File: config.mk
export PLATFORM = sky130hd
export DESIGN_NAME = alu_cmd_sequencer
export DESIGN_NICKNAME = d
export VERILOG_FILES = /design/src/rtl/alu_seq_pkg.sv /design/src/rtl/alu_cmd_fifo.sv /design/src/rtl/alu_cmd_sequencer.sv
export SDC_FILE = /design/constraint.sdc
export NUM_CORES = 1
export LEC_CHECK = 0
export BUFFER_PORTS_ARGS = -buffer_cell sky130_fd_sc_hd__buf_2
export CORE_UTILIZATION = 40
export CTS_CLUSTER_DIAMETER = 60
export DETAILED_ROUTE_END_ITERATION = 16
export GPL_TIMING_DRIVEN = 1
export PLACE_DENSITY = 0.62
export REMOVE_ABC_BUFFERS = 1
export SLEW_MARGIN = 20
export SYNTH_ARGS = -nofsm -noshare
export SYNTH_HDL_FRONTEND = slang
export SYNTH_SLANG_ARGS = --single-unit
File: constraint.sdc
create_clock -name clk -period 2.5 [get_ports clk]
set_input_delay 0.5 -clock clk [delete_from_list [all_inputs] [get_ports clk]]
set_output_delay 0.5 -clock clk [all_outputs]
set_load 0.01 [all_outputs]
File: src/rtl/alu_seq_pkg.sv
// Shared types for the ALU command sequencer: opcodes, FSM states and the
// queued command record.
package alu_seq_pkg;

   localparam int SEQ_TAG_W = 4;

   // Any opcode with bit 2 set is a multiply; OP_MUL is the canonical encoding.
   typedef enum logic [2:0] {
      OP_NOP = 3'b000,
      OP_ADD = 3'b001,
      OP_AND = 3'b010,
      OP_XOR = 3'b011,
      OP_MUL = 3'b100
   } alu_op_e;

   typedef enum logic [2:0] {
      IDLE,
      ISSUE,
      WAIT,
      RESP,
      GAP
   } seq_state_e;

   typedef struct packed {
      logic [7:0]           a;
      logic [7:0]           b;
      logic [2:0]           op;
      logic [SEQ_TAG_W-1:0] tag;
   } cmd_t;

endpackage

File: src/rtl/alu_cmd_fifo.sv
// Synchronous command FIFO with combinational head read and occupancy count.
module alu_cmd_fifo
   import alu_seq_pkg::*;
#(
   parameter int DEPTH = 4
) (
   input  logic                     clk,
   input  logic                     reset_n,
   input  logic                     push,
   input  cmd_t                     wr_data,
   input  logic                     pop,
   output cmd_t                     rd_data,
   output logic                     full,
   output logic                     empty,
   output logic [$clog2(DEPTH):0]   count
);

   localparam int AW = $clog2(DEPTH);

   cmd_t          mem [DEPTH];
   logic [AW-1:0] wr_ptr;
   logic [AW-1:0] rd_ptr;
   logic          push_ok;
   logic          pop_ok;

   assign full    = (count == (AW+1)'(DEPTH));
   assign empty   = (count == '0);
   assign push_ok = push && !full;
   assign pop_ok  = pop && !empty;
   assign rd_data = mem[rd_ptr];

   always_ff @(posedge clk) begin
      if (!reset_n) begin
         wr_ptr <= '0;
         rd_ptr <= '0;
         count  <= '0;
      end else begin
         if (push_ok) wr_ptr <= wr_ptr + 1'b1;
         if (pop_ok)  rd_ptr <= rd_ptr + 1'b1;
         case ({push_ok, pop_ok})
            2'b10:   count <= count + 1'b1;
            2'b01:   count <= count - 1'b1;
            default: ;
         endcase
      end
   end

   // NOTE: storage is deliberately not reset; the pointers and count alone
   // decide which entries are valid, so stale contents are never observed.
   always_ff @(posedge clk) begin
      if (push_ok) mem[wr_ptr] <= wr_data;
   end

endmodule

File: src/rtl/alu_cmd_sequencer.sv
// Buffers ALU commands, drives the ALU start/done handshake one command at a
// time, and returns tagged results (or a timeout error) on a response port.
module alu_cmd_sequencer
   import alu_seq_pkg::*;
#(
   parameter int DEPTH   = 4,
   parameter int TAG_W   = SEQ_TAG_W,
   parameter int TIMEOUT = 16
) (
   input  logic             clk,
   input  logic             reset_n,
   input  logic             cmd_valid,
   output logic             cmd_ready,
   input  logic [7:0]       cmd_a,
   input  logic [7:0]       cmd_b,
   input  logic [2:0]       cmd_op,
   input  logic [TAG_W-1:0] cmd_tag,
   output logic [7:0]       alu_a,
   output logic [7:0]       alu_b,
   output logic [2:0]       alu_op,
   output logic             alu_start,
   input  logic             alu_done,
   input  logic [15:0]      alu_result,
   output logic             rsp_valid,
   input  logic             rsp_ready,
   output logic [15:0]      rsp_result,
   output logic [TAG_W-1:0] rsp_tag,
   output logic             rsp_err,
   output logic             busy,
   output logic [15:0]      op_count
);

   localparam int CW = $clog2(DEPTH) + 1;
   localparam int TW = $clog2(TIMEOUT);

   seq_state_e    state, state_nx;
   cmd_t          wr_cmd, head;
   logic          fifo_full, fifo_empty;
   logic [CW-1:0] fifo_count;
   logic          ready_en;
   logic          pop, capture, abort, rsp_fire;
   logic [TW-1:0] wait_cnt;

   // ready_en holds cmd_ready low until the first cycle after reset.
   assign cmd_ready = ready_en && !fifo_full;
   assign rsp_valid = (state == RESP);
   assign busy      = (fifo_count != '0) || (state != IDLE);

   always_comb begin
      wr_cmd     = '0;
      wr_cmd.a   = cmd_a;
      wr_cmd.b   = cmd_b;
      wr_cmd.op  = cmd_op;
      wr_cmd.tag = cmd_tag;
   end

   alu_cmd_fifo #(.DEPTH(DEPTH)) u_fifo (
      .clk     (clk),
      .reset_n (reset_n),
      .push    (cmd_valid && cmd_ready),
      .wr_data (wr_cmd),
      .pop     (pop),
      .rd_data (head),
      .full    (fifo_full),
      .empty   (fifo_empty),
      .count   (fifo_count)
   );

   // NOTE: every output of this block gets a default first so no path can
   // leave one unassigned and infer a latch.
   always_comb begin
      state_nx = state;
      pop      = 1'b0;
      capture  = 1'b0;
      abort    = 1'b0;
      rsp_fire = 1'b0;
      case (state)
         IDLE: if (!fifo_empty) begin
            pop      = 1'b1;
            state_nx = (head.op == OP_NOP) ? RESP : ISSUE;
         end
         ISSUE: state_nx = WAIT;
         WAIT: if (alu_done) begin
            capture  = 1'b1;
            state_nx = RESP;
         end else if (wait_cnt == TW'(TIMEOUT - 1)) begin
            abort    = 1'b1;
            state_nx = RESP;
         end
         RESP: if (rsp_ready) begin
            rsp_fire = 1'b1;
            state_nx = GAP;
         end
         GAP:     state_nx = IDLE;
         default: state_nx = IDLE;
      endcase
   end

   // NOTE: sequential state uses non-blocking assignments only, so every
   // register samples pre-edge values regardless of statement order.
   always_ff @(posedge clk) begin
      if (!reset_n) begin
         state      <= IDLE;
         ready_en   <= 1'b0;
         alu_a      <= '0;
         alu_b      <= '0;
         alu_op     <= '0;
         alu_start  <= 1'b0;
         rsp_result <= '0;
         rsp_tag    <= '0;
         rsp_err    <= 1'b0;
         op_count   <= '0;
         wait_cnt   <= '0;
      end else begin
         state    <= state_nx;
         ready_en <= 1'b1;
         if (pop) begin
            alu_a      <= head.a;
            alu_b      <= head.b;
            alu_op     <= head.op;
            rsp_tag    <= head.tag;
            rsp_result <= '0;
            rsp_err    <= 1'b0;
            alu_start  <= (head.op != OP_NOP);
         end
         if (state == ISSUE)     wait_cnt <= '0;
         else if (state == WAIT) wait_cnt <= wait_cnt + 1'b1;
         if (capture) begin
            rsp_result <= alu_result;
            alu_start  <= 1'b0;
         end
         // Result was already cleared at pop, so an abort only flags the error.
         if (abort) begin
            rsp_err   <= 1'b1;
            alu_start <= 1'b0;
         end
         if (rsp_fire) op_count <= op_count + 1'b1;
      end
   end

endmodule

; After elaboration in Yosys (flattened, before gate mapping)
; Memory sizes are Yosys's and may differ from the RTL's. A register that Yosys moved wholly into a read port is not among the register bits.
; Index checks and enable logic that the tools add are counted.
[word_totals]
wordCells = 76
mem_count = 1
ram_bits = 92
ff_bits = 72
input_bits = 44
[mem_list]
columns = memory, depth, word_bits, read_ports, rd_ports_with_merged_regs, write_ports, line
row1 = u_fifo.mem, 4, 23, 1, 1, 1, alu_cmd_fifo.sv:20  ; cmd_t mem [DEPTH];
[op_classes]
mux = 25
reduce_logical = 19
eq_ne = 10
addsub = 6
bitwise_logic = 1
[ops]
columns = cell, n
row1 = 16-bit two-way mux, 2
row2 = 16-bit by 1-bit adder with 16-bit output (second input constant), 1
row3 = 1-bit two-way mux, 14
row4 = 3-bit two-way mux, 4
row5 = 3-bit one-hot mux with 4 select lines, 1
row6 = 3-bit zero test, 3
row7 = 3-bit nonzero test, 3
row8 = 3-bit by 2-bit == test with 1-bit output (second input constant), 2
row9 = 2-bit two-way mux, 3
row10 = 3-bit one-hot mux with 2 select lines, 1
row11 = 2-bit nonzero test, 3
row12 = 2-bit by 1-bit adder with 2-bit output (second input constant), 2
row13 = 4-bit by 1-bit adder with 4-bit output (second input constant), 1
row14 = 4-bit == test (second input constant), 1
row15 = 1-bit logical AND, 4
row16 = 3-bit by 1-bit adder with 3-bit output (second input constant), 1
row17 = 3-bit by 1-bit == test with 1-bit output (second input constant), 1
row18 = 3-bit == test (second input constant), 1
row19 = 3-bit != test (second input constant), 1
row20 = 3-bit AND reduction, 1
row21 = 3-bit OR reduction, 1
row22 = 3-bit by 1-bit subtractor with 3-bit output (second input constant), 1
row23 = 2-bit by 1-bit == test with 1-bit output (second input constant), 1
row24 = 2-bit == test (second input constant), 1
row25 = 6 further kinds, 7

; Depth between registers and ports, before layout
; Gate-level depths: netlist (run 1).
[depth]
ltp_word = 7
mapped_depth = 11

; Modules after synthesis
; A second synthesis (run 1) with hierarchy kept.
[hier_totals]
cells_unflattened = 480
hier_area_um2 = 6396.1
[modules_own_cells]
columns = module, seq_area_each_um2, cells_each, area_per_inst_um2, n_inst
row1 = alu_cmd_fifo, 2942.8, 174, 3836.2, 1
row2 = alu_cmd_sequencer, 1301.2, 306, 2560.0, 1

; Worst setup path before layout (run 1)
; OpenSTA, ideal clock, no wires.
[synth_path]
kind = register -> register
startpoint = register state[2]
endpoint = register u_fifo.count[2]
path_slack_ps = 75
arrival_time_ps = 2354
stages_incl_launch_ff = 12
synth_period_minus_slack_ps = 2425
path_cell_list = dfxtp_1 > buf_2 > nor3_2 > nand2_1 > inv_2 > buf_2 > ha_1 > inv_1 > fa_1 > xor2_1 > or3_1 > a21oi_1
[synth_between]
elab_chain_cells = 5
elab_cells_between_ends = 7
cone_classes = eq/ne (2) / mux (2) / reduce/logical (3)
[synth_lines]
columns = item, line
row1 = from (decl), alu_cmd_sequencer.sv:36  ; seq_state_e state, state_nx;
row2 = from (signal assigned), alu_cmd_sequencer.sv:115  ; state <= state_nx;
row3 = 3-bit zero test (*), alu_cmd_sequencer.sv:77  ; case (state)
row4 = 1-bit two-way mux (*), alu_cmd_sequencer.sv:77
row5 = via pop, alu_cmd_sequencer.sv:41  ; logic pop, capture, abort, rsp_fire;
row6 = 1-bit logical AND (*), alu_cmd_fifo.sv:29  ; assign pop_ok = pop && !empty;
row7 = 2-bit by 1-bit == test with 1-bit output / 2-bit == test (equally long branches), alu_cmd_fifo.sv:40  ; case ({push_ok, pop_ok})
row8 = 3-bit one-hot mux with 2 select lines / 2-bit nonzero test (equally long branches), -
row9 = to (signal assigned), alu_cmd_fifo.sv:41  ; 2'b10: count <= count + 1'b1;
row10 = to (signal assigned), alu_cmd_fifo.sv:42  ; 2'b01: count <= count - 1'b1;
row11 = to (decl), alu_cmd_fifo.sv:15  ; output logic [$clog2(DEPTH):0] count
; Mark *: on every way through the listed nets, which the timed path passes. The rest lies on a longest branch.
; A chain may end at the register's enable or synchronous reset.

; Worst setup path in the final report (run 1)
[layout_path]
startpoint = register u_fifo.count[2]
endpoint = register u_fifo.count[2]
[layout_between]
elab_chain_cells = 7
elab_cells_between_ends = 16
cone_classes = add/sub (2) / eq/ne (3) / mux (3) / reduce/logical (8)
[layout_lines]
columns = item, line
row1 = 3-bit == test, alu_cmd_fifo.sv:26  ; assign full = (count == (AW+1)'(DEPTH));
row2 = 1-bit zero test, "alu_cmd_fifo.sv:28, alu_cmd_sequencer.sv:45"
row3 = 1-bit logical AND, alu_cmd_sequencer.sv:45  ; assign cmd_ready = ready_en && !fifo_full;
row4 = 1-bit logical AND, alu_cmd_sequencer.sv:60  ; .push (cmd_valid && cmd_ready),
row5 = 1-bit logical AND, alu_cmd_fifo.sv:28  ; assign push_ok = push && !full;
row6 = 2-bit by 1-bit == test with 1-bit output / 2-bit == test (equally long branches), alu_cmd_fifo.sv:40
row7 = 3-bit one-hot mux with 2 select lines / 2-bit nonzero test (equally long branches), -
; Several ways; a longest one is shown, not always the timed one.

==> results.yml, run 1 <==
route:
  num_vias: 4032
  ant_nets: 0
  wl_per_cell_um: 16.00
  dr.first_iter.drc_count: 225
  route.detailed.drc: 0
  wl_mm: 12.87
  via_per_inst: 5.015
  drt-pass1-iter-count: 4
clock_tree:
  htreeDepth: 4
  cts.sinks: 166
  clock_path_buffers: 2
  post_cts_buffers: 0
  ctsRootBufferMaster: "clkbuf_16"
  clock_latency_ns: 0.42
  clk_pin_slew_ns: 0.07
  cts.repair.resized: 0
  cts_buffers: 17
  cts_tree: "done"
  cts_hold_buf: 0
run_status:
  status: "completed"
power_and_ir_drop:
  leakage_uw: 0.002921
  fin_total_pwr_uw: 7786
  p_seq_frac: 0.434
  peakVddDrop_mv: 0.6457
  clockPowerShare: 0.333
  power.share.switching: 0.3025
  internal_power_uw: 5431
  p_sw_uw: 2355
  power.density_nw_per_um2: 1008
  comb_power_share: 0.233
critical_path:
  arrival_ns: 2.75
  slowest_delay_ns: 0.50
  critPathMaxFanout: 4
  critPathSlowestCell: "o311ai_1"
  crit_chain: "inv_1 -> o311ai_1 -> ha_1 -> inv_1 -> fa_1 -> xor2_1 -> or3_1 -> a21oi_1"
  crit_type: "register to register"
  endpoint_kind: "register"
  rrSetupSlack_ns: 0.09
  reg2reg_depth: 8
  cp-endpoint: "u_fifo.count[2]"
  r2r-start: "u_fifo.count[2]"
  cpMostUsedCell: "inv_1"
  startpoint_type: "register"
  crit_buf_inv: 2
  cp.depth: 8
  required_ns: 2.84
  critPathTopFamily: "adder cells"
  crit_start: "u_fifo.count[2]"
  r2r-end: "u_fifo.count[2]"
logic_synthesis:
  synth_edf_count: 92
  synth_cell_types: 44
  avgSynthCellArea_um2: 13.54
  async_reset_ff_frac: 0
  synthFlopType: "edfxtp_1"
  synth_seq_cells: 166
  synth_seq_area_share: 0.6710
  syn_inst: 467
  yosys_warnings: 0
  netlist_area_um2: 6325
grt:
  grt_usage: 0.1656
  antenna_found_initial: 1
  grt_pass1_vias: 3862
  gr-total-overflow: 0
  grt_max_degree: 43
  grt_first_pass_wirelength_mm: 20.07
finish:
  area_delta_synth_final_pct: 22.08
  multi_input_area_um2: 1948
  drive_above_1_share: 0.3002
  layout.cells.most_common_list: "buf_2 (103), edfxtp_1 (92), dfxtp_1 (73)"
  final_common_cell: "buf_2"
  diodes: 0
  ff_latch_area_um2: 4245
  fin_cells: 804
  fin_nets: 632
  fillCellCount: 1377
  fin_area_um2: 7721
timing:
  setup_viol: 0
  setup_ws_ns: 0.08830
  grt_setup_unrepaired: "no"
  hold_viol: 0
  fmax_ghz: 0.4146
  drv_slew: 0
  fin_crit_sh: 0.9647
  max_slew_margin: 0.5410
  finClkSkew_ns: 0.01124
  fin_crit_ns: 2.412
  worst_slew_pin_slew_ns: 0.6885
floorplan:
  dieHeight_um: 127.7
  rows: 45
  dieArea_um2: 16320
  core_area_um2: 15310
  io_pins: 104
  die_x_um: 127.7
  start_util: 0.4130
place:
  placed_area_um2: 7132
  place_ws_ns: 0.1100
  portBuffers: 103
  dp_cells: 772
  gp_congestion: 0.7702
  dp_hpwl_mm: 8.254
hold_path:
  hold_path.class: "input port to register"
job:
  maxCapViolCount: 0
-- per-stage QoR --
stage | setup TNS (ns) | hold slack [ns] | utilization
CTS | 0 | 0.2705 | 0.5042
global route | 0 | 0.2673 | 0.5042
detailed placement | 0 | 0.4482 | 0.4657
finish | 0 | 0.2910 | 0.5042
floorplan | -2.356 | 0.4661 | -
global placement | 0 | 0.4403 | 0.4657
-- worst min-delay path by stage --
stage          cells past startpoint  slack (ns)       startpoint           endpoint
6_report                           1        0.29         cmd_a[2]  u_fifo.mem[2][17]
5_1_grt                            1        0.27         cmd_b[2]   u_fifo.mem[0][9]
4_1_cts                            1        0.27         cmd_b[2]   u_fifo.mem[0][9]
3_5_place_dp                       2        0.45         alu_b[6]           alu_b[6]
3_3_place_gp                       2        0.44         alu_a[3]           alu_a[3]
2_1_floorplan                      2        0.47  u_fifo.count[2]    u_fifo.count[2]
-- cells by family after synthesis --
group           count (synthesis)  synth area share
flops                         166            0.6710
mux                            30           0.09298
simple gates                  148            0.1126
buf+inv                        35           0.02334
fa+ha+maj                       8           0.01701
compound gates                 66           0.06370
xor+xnor                       14           0.01939
-- sequential cells by signal, summed over array words and instances, names as in the netlist, named ones only --
| name | flops |
|---|---|
| alu_a | 8 |
| alu_b | 8 |
| alu_op | 3 |
| alu_start | 1 |
| op_count | 16 |
| ready_en | 1 |
| rsp_err | 1 |
| rsp_result | 16 |
| rsp_tag | 4 |
| state | 3 |
| u_fifo.count | 3 |
| u_fifo.mem | 92 |
| u_fifo.rd_ptr | 2 |
| u_fifo.wr_ptr | 2 |
| wait_cnt | 4 |
-- cell type report --
cell class	count	share of cell area
Sequential cell	166	0.5498
Inverter	13	0.006320
Tap cell	211	0.03419
Timing Repair Buffer	116	0.08102
Clock buffer	20	0.05785
Clock inverter	12	0.01847
Multi-Input combinational cell	266	0.2523
-- power by group through the flow --
stage	clock [uW]	sequential, uW	combinational (uW)
5_1_grt	2760	3420	2010
3_5_place_dp	0	3440	1830
2_1_floorplan	0	3560	965
6_report	2590	3380	1820
3_3_place_gp	0	3420	1790
4_1_cts	2650	3390	1840
-- cells in the mapped netlist (2+ instances only) --
| cell | n | area share |
|---|---|---|
| clkbuf_1 | 10 | 0.0059 |
| nand2b_1 | 9 | 0.0089 |
| nor2_1 | 36 | 0.021 |
| nand4_1 | 2 | 0.0020 |
| nand3_1 | 7 | 0.0055 |
| nor4_1 | 2 | 0.0020 |
| mux2i_1 | 7 | 0.011 |
| and2_1 | 5 | 0.0049 |
| mux4_2 | 23 | 0.082 |
| nor4_2 | 2 | 0.0040 |
| ha_1 | 7 | 0.014 |
| a21oi_1 | 33 | 0.026 |
| dfxtp_1 | 74 | 0.23 |
| inv_1 | 11 | 0.0065 |
| nor3_1 | 6 | 0.0047 |
| xor2_1 | 6 | 0.0083 |
| inv_2 | 2 | 0.0012 |
| edfxtp_1 | 92 | 0.44 |
| xnor2_1 | 8 | 0.011 |
| buf_2 | 10 | 0.0079 |
| or3_1 | 5 | 0.0049 |
| a22oi_1 | 16 | 0.019 |
| o21ai_0 | 7 | 0.0055 |
| and3_1 | 6 | 0.0059 |
| o221ai_1 | 2 | 0.0028 |
| nand2_1 | 61 | 0.036 |
-- metal layers --
metal,share of wire,up-vias,GRT usage,wire [um]
met1,0.47,1967,0.2031,5989
li1,-,1937,-,-
met3,0.054,14,0.05551,692
met5,0.00070,-,0,9
met2,0.47,112,0.2753,6030
met4,0.011,2,0.05398,144
Power figures use the tool's default switching activity.
==> run 2, diff against run 1 <==
SYNTH_HIERARCHICAL = 1   (was not set)
==> run 2 against run 1 <==
Compared with the run above:
- worst hold slack got worse by 0.0059 ns
- final cell count increased by 2.2%
- total power decreased by 10%
- core utilization increased by 0.50 points
- sequential power decreased by 5.9%
- sequential cell count unchanged
- worst setup slack improved by 0.013 ns
- critical path type unchanged
- first-iteration DRC count increased by 61%
- global-route usage increased by 0.40 points
==> results.yml, run 2 <==
logic_synthesis:
  yosys.area.top_type: "edfxtp_1"
  synthMostInstantiatedCell: "edfxtp_1"
  synth_common_cells: "edfxtp_1 (92), dfxtp_1 (74), nand2_1 (60)"
  yosys_warnings: 6
  synth_area_leaders: "edfxtp_1 (43%), dfxtp_1 (23%), mux4_2 (8.1%)"
  async_reset_ff_frac: 0
  synth_seq_cells: 166
  yosysTopAreaCellShare: 0.4319
  synth_seq_area_share: 0.6635
  avgSynthCellArea_um2: 13.33
  synth_edf_count: 92
  synthFlopType: "edfxtp_1"
  syn_inst: 480
  netlist_area_um2: 6396
  synth_cell_types: 47
route:
  wl_mm: 13.35
  ant_nets: 0
  wl_per_cell_um: 16.24
  route.detailed.drc: 0
  via_per_inst: 5.133
  dr.first_iter.drc_count: 362
  num_vias: 4219
  drt-pass1-iter-count: 4
power_and_ir_drop:
  power.density_nw_per_um2: 888.1
  peakVddDrop_mv: 0.4957
  leakage_uw: 0.002866
  fin_total_pwr_uw: 6976
floorplan:
  io_pins: 104
  dieHeight_um: 128.5
  die_x_um: 128.5
  dieArea_um2: 16500
  rows: 45
  core_area_um2: 15430
  start_util: 0.4146
grt:
  gr-total-overflow: 0
  grt_first_pass_wirelength_mm: 20.86
  grt_max_degree: 40
  grt_usage: 0.1696
  antenna_found_initial: 2
  grt_pass1_vias: 4050
critical_path:
  r2r-end: "u_fifo/count[2]"
  r2r-start: "state[0]"
  reg2reg_depth: 9
  slowest_delay_ns: 0.54
  startpoint_type: "register"
  rrSetupSlack_ns: 0.10
  endpoint_kind: "register"
  required_ns: 2.85
  arrival_ns: 2.75
  critPathMaxFanout: 2
  critPathSlowestCell: "or4_4"
  critPathTopFamily: "simple AND/OR/NAND/NOR gates"
  crit_buf_inv: 2
  crit_chain: "or4_4 -> inv_2 -> nor2b_2 -> ha_2 -> inv_1 -> fa_1 -> xor2_1 -> or3_1 -> a21boi_1"
  crit_type: "register to register"
timing:
  finClkSkew_ns: 0.006882
  grt_setup_unrepaired: "no"
  fin_crit_ns: 2.399
  max_slew_margin: 0.5360
  fmax_ghz: 0.4169
  hold_viol: 0
  drv_slew: 0
  setup_viol: 0
  setup_ws_ns: 0.1011
  fin_crit_sh: 0.9596
  worst_slew_pin_slew_ns: 0.6952
place:
  portBuffers: 103
  dp_cells: 788
  place_ws_ns: 0.02439
  dp_hpwl_mm: 8.573
  gp_congestion: 0.8111
hold_path:
  hold_path.class: "input port to register"
  worstHoldStart: "cmd_a[0]"
  hold_depth: 1
  hold-path-endpoint: "u_fifo/mem[0][15]"
clock_tree:
  cts_hold_buf: 0
  htreeDepth: 4
  post_cts_buffers: 0
  cts_tree: "done"
  ctsRootBufferMaster: "clkbuf_16"
  clk_pin_slew_ns: 0.07
  clock_path_buffers: 2
  cts_buffers: 17
  cts.sinks: 166
  clock_latency_ns: 0.43
finish:
  largestRegisters: "u_fifo/mem x92, op_count x16, rsp_result x16"
  drive_above_1_share: 0.3103
  fin_nets: 648
  largest_reg_flops: 92
  area_delta_synth_final_pct: 22.81
  fin_cells: 822
  fillCellCount: 1387
  regMostFlops: "u_fifo/mem"
  final_common_cell: "buf_2"
  layout.cells.most_common_list: "buf_2 (103), edfxtp_1 (92), dfxtp_1 (72)"
run_status:
  status: "completed"
job:
  maxCapViolCount: 0
==> run 2: cell types whose count changed in the layout (fill, tap and decap cells not counted), sizes merged, moves of 6 or more <==
cell    change
o21ai      +11
or3         +6
nand2b      -8
buf         +6
and3        -6
==> run 2: cell type report <==
cell class | instances | area, um2 | area share
repair buffers | 122 | 720.7 | 0.09175
clock inverters | 13 | 150.1 | 0.01911
multi-input cells | 276 | 1987 | 0.2529
well taps | 211 | 264.0 | 0.03361
flip-flops and latches | 166 | 4247 | 0.5406
diodes | 2 | 5.005 | 0.0006371
inverters | 13 | 48.80 | 0.006212
clock buffers | 19 | 432.9 | 0.05511
==> run 2: what timing repair did <==
item                                    4_1_cts  5_1_grt
pin swaps                                     0        0
endpoints found under the setup margin        1        1
resized for setup                             1        3
gates cloned                                  0        0
endpoints found under the hold margin         0        0
==> run 2: worst max path at each step <==
stage | slack, ns | from | endpoint | cells after the start
floorplan | -0.59 | state[1] | u_fifo/count[2] | 9
global placement | 0.12 | u_fifo/count[2] | u_fifo/count[2] | 10
detailed placement | 0.02 | u_fifo/count[2] | u_fifo/count[2] | 10
CTS | 0.02 | state[0] | u_fifo/count[2] | 9
global route | 0.003 | u_fifo/count[2] | u_fifo/count[2] | 10
finish | 0.10 | state[0] | u_fifo/count[2] | 9
==> run 2: kinds of logic after synthesis <==
group / Yosys count / share of synthesized area
and+or+nand+nor: 153 / 0.1172
adders and majority gates: 8 / 0.01682
xor gates and xnor gates: 10 / 0.01369
DFF: 166 / 0.6635
buffers and inverters: 38 / 0.02993
AOI/OAI and AO/OA: 77 / 0.06984
muxes: 28 / 0.08901
==> run 2: metrics by stage <==
step | hold WS, ns | setup TNS (ns) | util | cell area (um2)
final | 0.2851 | 0 | 0.5092 | 7855
after global routing | 0.2771 | 0 | 0.5088 | 7850
after CTS | 0.2708 | 0 | 0.5081 | 7839
after detailed placement | 0.4444 | 0 | 0.4702 | 7254
after global placement | 0.4407 | 0 | 0.4702 | 7254
after floorplan | 0.4560 | -6.354 | - | 6254
==> run 2: report_power, final <==
group / switching [uW] / internal (uW)
combinational: 714 / 499
clock: 1100 / 1490
sequential: 101 / 3080
total: 1910 / 5060
==> run 2: routing by layer <==
| metal | part of all wire | GRT usage | wire length (um) |
|---|---|---|---|
| met5 | 0.00097 | 0 | 13 |
| met4 | 0.012 | 0.05398 | 156 |
| met3 | 0.062 | 0.05530 | 826 |
| met2 | 0.49 | 0.2849 | 6556 |
| met1 | 0.43 | 0.2071 | 5793 |
==> run 2: worst register-to-register path: stages (launching register included) <==
cell      delay (ns)
dfxtp_1         0.31
or4_4           0.54
inv_2           0.07
nor2b_2         0.16
ha_2            0.19
inv_1           0.06
fa_1            0.38
xor2_1          0.16
or3_1           0.31
a21boi_1        0.15
==> run 3, diff against run 2 <==
CORE_UTILIZATION = 45   (was 40)
PLACE_DENSITY = 0.68   (was 0.62)
==> run 3 against run 2 <==
Compared with the run above:
- global-route usage increased by 1.9 points
- non-clock buffer count unchanged
- combinational power about the same
- via count decreased by 2.3%
- critical path type unchanged
- critical endpoint unchanged
- largest cell class unchanged
- highest routed layer unchanged
==> results.yml, run 3 (synthesis results as in run 2) <==
grt:
  grt_first_pass_wirelength_mm: 20.40
  grt_pass1_vias: 4030
  gr-total-overflow: 0
  grt_max_degree: 62
  antenna_found_initial: 3
  grt_usage: 0.1881
floorplan:
  io_pins: 104
  core_area_um2: 13880
  dieHeight_um: 121.2
  start_util: 0.4608
  die_x_um: 121.2
  rows: 43
  dieArea_um2: 14690
critical_path:
  endpoint_kind: "register"
  critPathSlowestCell: "fa_2"
  crit_buf_inv: 3
  arrival_ns: 2.69
  cpMostUsedCell: "nor2b_1"
  startpoint_type: "register"
  required_ns: 2.85
  critPathMaxFanout: 4
  crit_type: "register to register"
  slowest_delay_ns: 0.34
  critPathTopFamily: "simple AND/OR/NAND/NOR gates"
  crit_chain: "buf_4 -> nor3b_2 -> nor2b_1 -> and2_1 -> nor2b_1 -> inv_2 -> ha_2 -> inv_1 -> fa_2 -> xor2_1 -> or3_1 -> a21boi_1"
finish:
  postLayoutCoreUtil: 0.5615
  fillCellCount: 1143
  fin_cells: 790
  largest_reg_flops: 92
  multi_input_area_um2: 1987
  layout.cells.most_common_list: "buf_2 (103), edfxtp_1 (92), dfxtp_1 (72)"
  drive_above_1_share: 0.3087
  final_common_cell: "buf_2"
  fin_nets: 648
  regMostFlops: "u_fifo/mem"
  largestRegisters: "u_fifo/mem x92, op_count x16, rsp_result x16"
  area_delta_synth_final_pct: 21.85
  ff_latch_area_um2: 4247
route:
  dr.first_iter.drc_count: 297
  num_vias: 4122
  via_per_inst: 5.218
  route.detailed.drc: 0
  drt-pass1-iter-count: 4
  ant_nets: 0
  wl_per_cell_um: 16.44
  wl_mm: 12.99
clock_tree:
  post_cts_buffers: 0
  clock_path_buffers: 2
  htreeDepth: 4
  clock_latency_ns: 0.42
  cts_buffers: 17
  clk_pin_slew_ns: 0.06
  cts.sinks: 166
  cts_tree: "done"
  cts_hold_buf: 0
  ctsRootBufferMaster: "clkbuf_16"
power_and_ir_drop:
  leakage_uw: 0.002856
  peakVddDrop_mv: 0.6167
  fin_total_pwr_uw: 6906
  power.density_nw_per_um2: 886.1
timing:
  fin_crit_sh: 0.9348
  grt_setup_unrepaired: "no"
  fmax_ghz: 0.4279
  drv_slew: 0
  hold_viol: 0
  worst_slew_pin_slew_ns: 1.108
  finClkSkew_ns: 0.005038
  max_slew_margin: 0.2584
  fin_crit_ns: 2.337
  setup_ws_ns: 0.1629
  setup_viol: 0
place:
  dp_hpwl_mm: 8.364
  place_ws_ns: 0.03911
  portBuffers: 103
  gp_congestion: 0.8057
  dp_cells: 757
job:
  maxCapViolCount: 0
hold_path:
  hold_path.class: "input port to register"
run_status:
  status: "completed"
## run 3: changes by cell type in the layout (fill, tap and decap cells not counted), sizes merged
cell and delta:
clkinv -2, clkbuf +2, clkinvlp +1, diode -1, inv -1
## run 3: cell type report
class | instances | area share
multi-input combinational | 276 | 0.2549
tap | 180 | 0.02890
timing repair buffer | 122 | 0.09087
clock buffer | 21 | 0.05779
sequential | 166 | 0.5449
inverter | 13 | 0.006261
clock inverter | 11 | 0.01605
antenna | 1 | 0.0003211
## run 3: path summary, 6_finish.rpt
path,from,slack (ns),cells after the start,end
hold / removal,cmd_b[6],0.28,1,u_fifo/mem[1][13]
setup / recovery,u_fifo/count[1],0.16,12,u_fifo/count[2]
setup reg to reg,u_fifo/count[1],0.16,12,u_fifo/count[2]
hold reg to reg,alu_b[7],0.45,2,alu_b[7]
## run 3: power by group
group          total [uW]  leakage [uW]  internal (uW)  switching [uW]
sequential           3190       0.00144           3080             111
clock                2520      0.000273           1500            1020
combinational        1200       0.00115            496             703
total                6910       0.00286           5070            1830
## run 3: repair_timing
item / in CTS / in global routing
endpoints found under the hold margin: 0 / 0
gates resized for setup: 0 / 5
setup endpoints to repair: 0 / 1
## run 3: metal layers
metal | vias to the layer above | wire length, um | global-route usage | part of all wire
met5 | - | 13 | 0 | 0.0010
met1 | 1973 | 5807 | 0.2306 | 0.45
met3 | 23 | 723 | 0.05780 | 0.056
li1 | 1995 | - | - | -
met4 | 2 | 217 | 0.07793 | 0.017
met2 | 129 | 6223 | 0.3082 | 0.48
## run 3: stage by stage
| step | instance area [um2] | setup TNS [ns] | hold WS [ns] |
|---|---|---|---|
| 2_1_floorplan | 6254 | -6.354 | 0.4560 |
| 3_3_place_gp | 7203 | 0 | 0.4406 |
| 3_5_place_dp | 7203 | 0 | 0.4477 |
| 4_1_cts | 7779 | 0 | 0.2712 |
| 5_1_grt | 7791 | 0 | 0.2725 |
| 6_report | 7794 | 0 | 0.2850 |
